File: config.mk
export PLATFORM = sky130hd
export DESIGN_NAME = score_neighbor_addr_gen
export DESIGN_NICKNAME = d
export VERILOG_FILES = /design/src/rtl/score_neighbor_addr_gen_pkg.sv /design/src/rtl/score_addr_calc.sv /design/src/rtl/score_neighbor_addr_gen.sv
export SDC_FILE = /design/constraint.sdc
export NUM_CORES = 1
export LEC_CHECK = 0
export ABC_AREA = 1
export CAP_MARGIN = 20
export CORE_AREA = 4 4 84 86
export CTS_CLUSTER_DIAMETER = 60
export DETAILED_ROUTE_END_ITERATION = 8
export DIE_AREA = 0 0 88 90
export PLACE_DENSITY = 0.83
export SLEW_MARGIN = 5
export SYNTH_ARGS = -nofsm -noshare
export SYNTH_HDL_FRONTEND = slang
export SYNTH_HIERARCHICAL = 1
export SYNTH_SLANG_ARGS = --single-unit
File: constraint.sdc
create_clock -name clk -period 6.1 [get_ports clk]
set_input_delay 1.22 -clock clk [delete_from_list [all_inputs] [get_ports clk]]
set_output_delay 1.22 -clock clk [all_outputs]
set_load 0.005 [all_outputs]
File: src/rtl/score_neighbor_addr_gen_pkg.sv
// score_neighbor_addr_gen_pkg: shared address-kind encodings, FSM state type and width helpers
// for the score-matrix neighbour address generator.
package score_neighbor_addr_gen_pkg;

    localparam logic [1:0] SIG_DIAG  = 2'b00;
    localparam logic [1:0] SIG_LEFT  = 2'b01;
    localparam logic [1:0] SIG_UP    = 2'b10;
    localparam logic [1:0] SIG_WRITE = 2'b11;

    typedef enum logic [2:0] {
        S_IDLE,
        S_DIAG,
        S_LEFT,
        S_UP,
        S_WRITE,
        S_DONE
    } state_t;

    function automatic int iw_f(input int n);
        return $clog2(n + 1);
    endfunction

    function automatic int jw_f(input int m);
        return $clog2(m + 1);
    endfunction

    function automatic int aw_f(input int n, input int m);
        return $clog2((n + 1) * (m + 1));
    endfunction

    // Address kind issued while in a given state; bit 1 selects row+1, bit 0 selects col+1.
    function automatic logic [1:0] sig_of(input state_t s);
        return (s == S_LEFT)  ? SIG_LEFT  :
               (s == S_UP)    ? SIG_UP    :
               (s == S_WRITE) ? SIG_WRITE : SIG_DIAG;
    endfunction

endpackage

File: src/rtl/score_addr_calc.sv
// score_addr_calc: combinational (row, col) -> linear score-memory address, col + (M+1)*row.
// Ports: row [RW], col [CW] in; addr [AW] out (result taken modulo 2^AW).
module score_addr_calc #(
    parameter int M  = 128,
    parameter int RW = 9,
    parameter int CW = 9,
    parameter int AW = 15
) (
    input  logic [RW-1:0] row,
    input  logic [CW-1:0] col,
    output logic [AW-1:0] addr
);

    localparam int unsigned MP1 = M + 1;

    // Computed in 32 bits so legal indices never truncate before the final AW slice.
    assign addr = AW'(32'(col) + MP1 * 32'(row));

endmodule

File: src/rtl/score_neighbor_addr_gen.sv
// score_neighbor_addr_gen: issues diagonal, left, up and write addresses of one score cell.
// Ports: clk, rst (async active-high); start, i, j request a cell; addr/signal/addr_valid with
// addr_ready handshake; busy while the sequence runs; done pulses once after the write address.
// Optional macro SCORE_ADDR_BOUNDS_CHECK_EN adds output err and rejects i>=N or j>=M.
module score_neighbor_addr_gen
    import score_neighbor_addr_gen_pkg::*;
#(
    parameter int N = 128,
    parameter int M = 128,
    localparam int IW = iw_f(N),
    localparam int JW = jw_f(M),
    localparam int AW = aw_f(N, M)
) (
    input  logic          clk,
    input  logic          rst,
    input  logic          start,
    input  logic [IW-1:0] i,
    input  logic [JW-1:0] j,
    output logic [AW-1:0] addr,
    output logic [1:0]    signal,
    output logic          addr_valid,
    input  logic          addr_ready,
    output logic          busy,
    output logic          done
`ifdef SCORE_ADDR_BOUNDS_CHECK_EN
    ,
    output logic          err
`endif
);

    state_t        state_q, state_d;
    logic [IW-1:0] i_q, i_d;
    logic [JW-1:0] j_q, j_d;
    logic [AW-1:0] addr_q, addr_d, calc_addr;
    logic [1:0]    sig_q, sig_d, sig_n;
    logic          valid_q, valid_d;
    logic          busy_q, busy_d;
    logic          done_q, done_d;
    logic          err_q, err_d;
    logic          accept, bad;
    logic [IW:0]   row;
    logic [JW:0]   col;

    assign accept = valid_q & addr_ready;

`ifdef SCORE_ADDR_BOUNDS_CHECK_EN
    assign bad = (i >= IW'(N)) || (j >= JW'(M));
`else
    assign bad = 1'b0;
`endif

    always_comb begin
        state_d = state_q;
        i_d     = i_q;
        j_d     = j_q;
        valid_d = valid_q;
        busy_d  = busy_q;
        done_d  = 1'b0;
        err_d   = 1'b0;
        case (state_q)
            S_IDLE: begin
                if (start && bad) begin
                    err_d = 1'b1;
                end else if (start) begin
                    state_d = S_DIAG;
                    i_d     = i;
                    j_d     = j;
                    valid_d = 1'b1;
                    busy_d  = 1'b1;
                end
            end
            S_DIAG:  state_d = accept ? S_LEFT : S_DIAG;
            S_LEFT:  state_d = accept ? S_UP : S_LEFT;
            S_UP:    state_d = accept ? S_WRITE : S_UP;
            S_WRITE: begin
                if (accept) begin
                    state_d = S_DONE;
                    valid_d = 1'b0;
                    busy_d  = 1'b0;
                    done_d  = 1'b1;
                end
            end
            S_DONE:  state_d = S_IDLE;
            default: state_d = S_IDLE;
        endcase
    end

    // Address for the state being entered; i_d/j_d already equal the inputs on the capture cycle.
    assign sig_n = sig_of(state_d);
    assign row   = (IW+1)'(i_d) + (IW+1)'(sig_n[1]);
    assign col   = (JW+1)'(j_d) + (JW+1)'(sig_n[0]);

    score_addr_calc #(
        .M (M),
        .RW(IW + 1),
        .CW(JW + 1),
        .AW(AW)
    ) u_calc (
        .row (row),
        .col (col),
        .addr(calc_addr)
    );

    // addr/signal only move when a new address is issued; otherwise they hold.
    assign addr_d = valid_d ? calc_addr : addr_q;
    assign sig_d  = valid_d ? sig_n : sig_q;

    always_ff @(posedge clk or posedge rst) begin
        if (rst) begin
            state_q <= S_IDLE;
            i_q     <= '0;
            j_q     <= '0;
            addr_q  <= '0;
            sig_q   <= SIG_DIAG;
            valid_q <= 1'b0;
            busy_q  <= 1'b0;
            done_q  <= 1'b0;
            err_q   <= 1'b0;
        end else begin
            state_q <= state_d;
            i_q     <= i_d;
            j_q     <= j_d;
            addr_q  <= addr_d;
            sig_q   <= sig_d;
            valid_q <= valid_d;
            busy_q  <= busy_d;
            done_q  <= done_d;
            err_q   <= err_d;
        end
    end

    assign addr       = addr_q;
    assign signal     = sig_q;
    assign addr_valid = valid_q;
    assign busy       = busy_q;
    assign done       = done_q;
`ifdef SCORE_ADDR_BOUNDS_CHECK_EN
    assign err        = err_q;
`else
    logic unused_err;
    assign unused_err = err_q;
`endif

endmodule

After elaboration in Yosys (flattened, before gate mapping)
Cells that the tools add are included.
Widths: inputs -> output; s select.
{ "op_classes": {"addsub": 3, "mul": 1, "n_div": 0, "n_lt_le_gt_ge": 0, "eq_ne": 9, "shift": 0, "muxes": 21, "n_bitwise": 1, "n_reduce_logical": 3} }
{ "op_table": {"columns": ["cell", "count"], "rows": [
  ["$mux 8", 4],
  ["$add 8x1->9", 2],
  ["$add 9x15->15", 1],
  ["$mul 8x9->15 const A", 1],
  ["$pmux 3 s5", 1],
  ["$eq 3x2->1 const B", 4],
  ["$mux 3", 3],
  ["$mux 2", 4],
  ["$mux 1", 7],
  ["$eq 3x3->1 const B", 2],
  ["$ne 2x2->1 const B", 2],
  ["$pmux 1 s2", 2],
  ["$eq 3x1->1 const B", 1],
  ["$logic_not 3->1", 1],
  ["$reduce_and 3->1", 1],
  ["$reduce_bool 2->1", 1],
  ["$and 1x1->1", 1]
]} }
{ "word_totals": {"ff_bits": 39, "latch_bits": 0, "ram_bits": 0, "mem_bits_ro": 0, "in_bits": 20, "memories": 0} }

Longest topological paths before layout
{ "logic_depth": {"ltp_word": 10, "depth_mapped": 32} }

Cells and area by module
The synthesis kept the hierarchy.
{ "by_module_without_submodules": {"columns": ["module", "instances", "cells_per_inst", "area_each_um2", "seq_area_each_um2"], "rows": [
  ["score_neighbor_addr_gen", 1, 250, 2039.5, 975.9],
  ["score_addr_calc", 1, 157, 1066.0, 0.0]
]} }

Least setup slack after synthesis
OpenSTA, ideal clock, no wires.
{ "synth_path": {"path_type": "input to register", "start": "input port start", "end": "register addr_q[11] (netlist: addr[11])", "arrival_time_ns": 4.926, "t_required_ns": 5.984, "slack_ns": 1.058, "stages": 28, "cell_sequence": "inv_1 nor2_4 nand2_4 buf_4 nand2_1 inv_1 nand3_1 nand2_1 a21oi_1 ha_1 ha_1 nand3_1 nor2_1 ha_1 ha_1 ha_1 inv_1 fa_1 inv_1 ha_1 a21oi_1 nor2_1 nor2_1 nand2_1 nand2_1 nand2_1 nand2_1 nand2_1"} }
{ "synth_between": {"elab_chain_len": 9, "elab_cells_between_ends": 18} }
{ "synth_lines": {"columns": ["element", "line_no", "source"], "rows": [
  ["start, declared", "score_neighbor_addr_gen.sv:16", "input logic start,"],
  ["$mux 3 *", "score_neighbor_addr_gen.sv:64", "end else if (start) begin"],
  ["$pmux 3 s5 *", "score_neighbor_addr_gen.sv:60", "case (state_q)"],
  ["via state_d[0]", "score_neighbor_addr_gen.sv:31", "state_t state_q, state_d;"],
  ["$eq 3x3->1", "score_neighbor_addr_gen_pkg.sv:35", "(s == S_WRITE) ? SIG_WRITE : SIG_DIAG;"],
  ["$mux 2", "score_neighbor_addr_gen_pkg.sv:35", null],
  ["$mux 2", "score_neighbor_addr_gen_pkg.sv:34", "(s == S_UP) ? SIG_UP :"],
  ["$mux 2 *", "score_neighbor_addr_gen_pkg.sv:33", "return (s == S_LEFT) ? SIG_LEFT :"],
  ["via sig_n[1]", "score_neighbor_addr_gen.sv:35", "logic [1:0] sig_q, sig_d, sig_n;"],
  ["$add 8x1->9 *", "score_neighbor_addr_gen.sv:90", "assign row = (IW+1)'(i_d) + (IW+1)'(sig_n[1]);"],
  ["via row[8]", "score_neighbor_addr_gen.sv:41", "logic [IW:0] row;"],
  ["$mul 8x9->15 *", "score_addr_calc.sv:17", "assign addr = AW'(32'(col) + MP1 * 32'(row));"],
  ["$add 9x15->15 *", "score_addr_calc.sv:17", null],
  ["via calc_addr[11]", "score_neighbor_addr_gen.sv:34", "logic [AW-1:0] addr_q, addr_d, calc_addr;"],
  ["end signal, assigned", "score_neighbor_addr_gen.sv:123", "addr_q <= addr_d;"],
  ["end, declared", "score_neighbor_addr_gen.sv:34", null]
]} }
Mark *: on every way through the listed nets, which the timed path passes. The rest lies on a longest branch.
A chain may end at the register's enable or synchronous reset.

Worst setup path after layout
{ "layout_path": {"start": "input port start", "end": "register addr_q[11] (netlist: addr[11])"} }
{ "layout_between": {"elab_cells_between_ends": 18} }
{ "layout_rtl": {"columns": ["element", "line_no", "source"], "rows": [
  ["$mux 3 *", "score_neighbor_addr_gen.sv:64", null],
  ["$pmux 3 s5 *", "score_neighbor_addr_gen.sv:60", null],
  ["$eq 3x3->1", "score_neighbor_addr_gen_pkg.sv:35", null],
  ["$mux 2", "score_neighbor_addr_gen_pkg.sv:35", null],
  ["$mux 2", "score_neighbor_addr_gen_pkg.sv:34", null],
  ["$mux 2 *", "score_neighbor_addr_gen_pkg.sv:33", null],
  ["via sig_n[0]", "score_neighbor_addr_gen.sv:35", null],
  ["$add 8x1->9 *", "score_neighbor_addr_gen.sv:91", "assign col = (JW+1)'(j_d) + (JW+1)'(sig_n[0]);"],
  ["via col[8]", "score_neighbor_addr_gen.sv:42", "logic [JW:0] col;"],
  ["$add 9x15->15 *", "score_addr_calc.sv:17", null],
  ["via calc_addr[11]", "score_neighbor_addr_gen.sv:34", null]
]} }
Marks and branches as above.

==> flow_summary.json <==
{
  "status": "completed",
  "tightest_slew_ps": 490.1,
  "finalSetupTns_ps": 0,
  "path_buf_inv": 4,
  "min_path_type": "reg2reg",
  "first_pass_iters": 4,
  "synthArstFlopShare": 1.000,
  "vias": 2643,
  "ys_seq_elements": 39,
  "critPathCaptureType": "register",
  "synth_top_family_by_area": "simple AND/OR/NAND/NOR gates",
  "synth_area_um2": 3105,
  "placed_cell_area_um2": 3557,
  "htree_levels": 2,
  "wirelength_um": 6849,
  "start_kind": "input port",
  "cpMaxStageDelayCell": "fa_1",
  "cap_violations": 0,
  "rsz0062_at_grt": "false",
  "fin_nets": 512,
  "num_antenna_cells": 0,
  "initial_core_util": 0.4947,
  "path_clk_slew_ps": 80,
  "yosysSeqAreaShare": 0.3143,
  "setup_viol": 0,
  "cts_setup_buffers": 0,
  "synth_compound_area_frac": 0.02820,
  "max_stage_delay_ps": 530,
  "worst_slew_margin_rel": 0.6717,
  "synth_edf_count": 0,
  "final_cell_area_um2": 3670,
  "avgSynthCellArea_um2": 7.630,
  "critical_path_class": "in2reg",
  "die_x_um": 88,
  "synth_cells": 407,
  "grt_antenna_before_repair": 0,
  "cts.sinks": 39,
  "synth_common_cells": "nand2_1, inv_1, ha_1",
  "grt_overflow": 0,
  "core_region_area_um2": 6277,
  "drt_iter0_markers": 131,
  "cts_root_buffer": "clkbuf_8",
  "place.gp.congestion": 0.8815,
  "grt_max_degree": 40,
  "synthTopCellsByArea": "dfrtp_1, nand2_1, ha_1",
  "syn_nets": 470,
  "cts_tree": "built",
  "drc": 0,
  "required_ps": 6290,
  "hold_violations": 0,
  "yosys-mux-area-fraction": 0.007252,
  "grt_pass1_wl_um": 12020,
  "yosys_warnings": 6,
  "drive_above_1_share": 0.1089,
  "finalClockSkew_ps": 13.61,
  "arrival_ps": 5710,
  "cts_hold_buf": 0,
  "synth.top_cell.area_share": 0.3143,
  "yosys.area.top_type": "dfrtp_1",
  "synth-xor-area-share": 0.03384,
  "grt_usage": 0.1867,
  "synthAdderAreaFrac": 0.1805,
  "crit_family": "adder cells",
  "ys_types": 29,
  "clk_latency_ps": 300,
  "dp_hpwl_um": 5368,
  "fmax_ghz": 0.1810,
  "port_buffers": 39,
  "grt_pass1_vias": 2716,
  "viasPerCell": 5.015,
  "cts-resized-gates": 0,
  "area_growth_pct": 18.17,
  "synth.most_common_cell": "nand2_1",
  "final.min_clock_period_ps": 5526,
  "drv_slew": 0,
  "ios": 40,
  "synth-simple-area-share": 0.3546,
  "postRouteAntennaNets": 0,
  "synthFlopType": "dfrtp_1",
  "fin_crit_sh": 0.9059,
  "rows": 29,
  "die_area_um2": 7920,
  "cts_buffers": 5,
  "crit_fanout": 23,
  "die_h_um": 90,
  "clockBufferDepth": 2,
  "routedWlPerCell_um": 13.00
}
-- metal layers --
layer  global-route usage  part of all wire  vias up
met1               0.2335              0.43     1219
met4              0.05627             0.018        0
met3              0.03656             0.043       12
li1                     -                 -     1360
met2               0.3197              0.50       52
met5                    0                 0        -
-- cells by family after synthesis --
family / count (synthesis)
multiplexers: 2
XOR/XNOR: 12
adder cells (fa/ha/maj): 43
AO/OA/AOI/OAI: 13
flip-flops: 39
AND/OR/NAND/NOR: 238
buffers and inverters: 60
-- worst register-to-register path: stages, from the launching register on --
cell and delay (ps):
dfrtp_1 460, nor2_4 340, nand2_1 150, nor2_1 280
nor2_1 90, nand3_1 110, a21oi_1 90, ha_1 260
ha_1 260, nand3_1 100, nor2_1 40, ha_1 280
ha_1 290, ha_1 280, inv_1 60, fa_1 530
inv_1 40, ha_1 360, a21oi_1 250, nor2_1 70
nor2_1 120, nand2_1 60, nand2_1 60, nand2_1 50
nand2_1 50, nand2_1 50
-- through the flow --
stage	cells	setup WS, ps	hold WS, ps	utilization
2_1_floorplan	407	1058	462.7	-
3_3_place_gp	519	373.1	467.2	0.5667
3_5_place_dp	519	249.7	466.7	0.5667
4_1_cts	527	560.1	492.2	0.5846
5_1_grt	527	67.18	499.7	0.5846
6_report	527	573.7	484.1	0.5846
-- worst paths after layout --
check	start	to	slack (ps)	depth (start not counted)
setup / recovery	start	addr[11]$_DFFE_PP0P_	570	27
hold / removal	addr[13]$_DFFE_PP0P_	addr[13]$_DFFE_PP0P_	480	2
setup reg to reg	state_q[0]$_DFF_PP0_	addr[11]$_DFFE_PP0P_	1240	25
hold reg to reg	addr[13]$_DFFE_PP0P_	addr[13]$_DFFE_PP0P_	480	2
max in group asynchronous	rst	addr[5]$_DFFE_PP0P_	4410	3
min in group asynchronous	rst	i_q[4]$_DFF_PP0_	1340	3
-- state kept, by name, indices dropped and copies added (netlist names) --
register    cells
i_q             8
addr_valid      1
j_q             8
busy            1
addr           15
state_q         3
done            1
signal          2
-- placed cells by master (no fill, tap or decap), types with 3 or more instances in the layout --
cell               n
nand3_2            4
nand4_1            3
nor2_1            18
nor2_4             5
ha_1              40
clkbuf_8           5
nor2_2             5
nand2_2           14
xor2_1            11
nand3_1           34
nand2_1          146
nand2_4            4
a21oi_1            4
fa_1               3
nand3b_1           4
clkdlybuf4s50_1   39
dfrtp_1           39
inv_1             52
-- final cells by class --
class	instances	area, um2
well taps	77	96.34
inverters	54	202.7
multi-input cells	308	1877
clock inverters	3	43.79
repair buffers	41	405.4
clock buffers	5	68.82
flip-flops and latches	39	975.9
fillers	549	2608
Power is not shown: default switching activity piles up to over one toggle a cycle in this logic, so the estimate is an artifact.
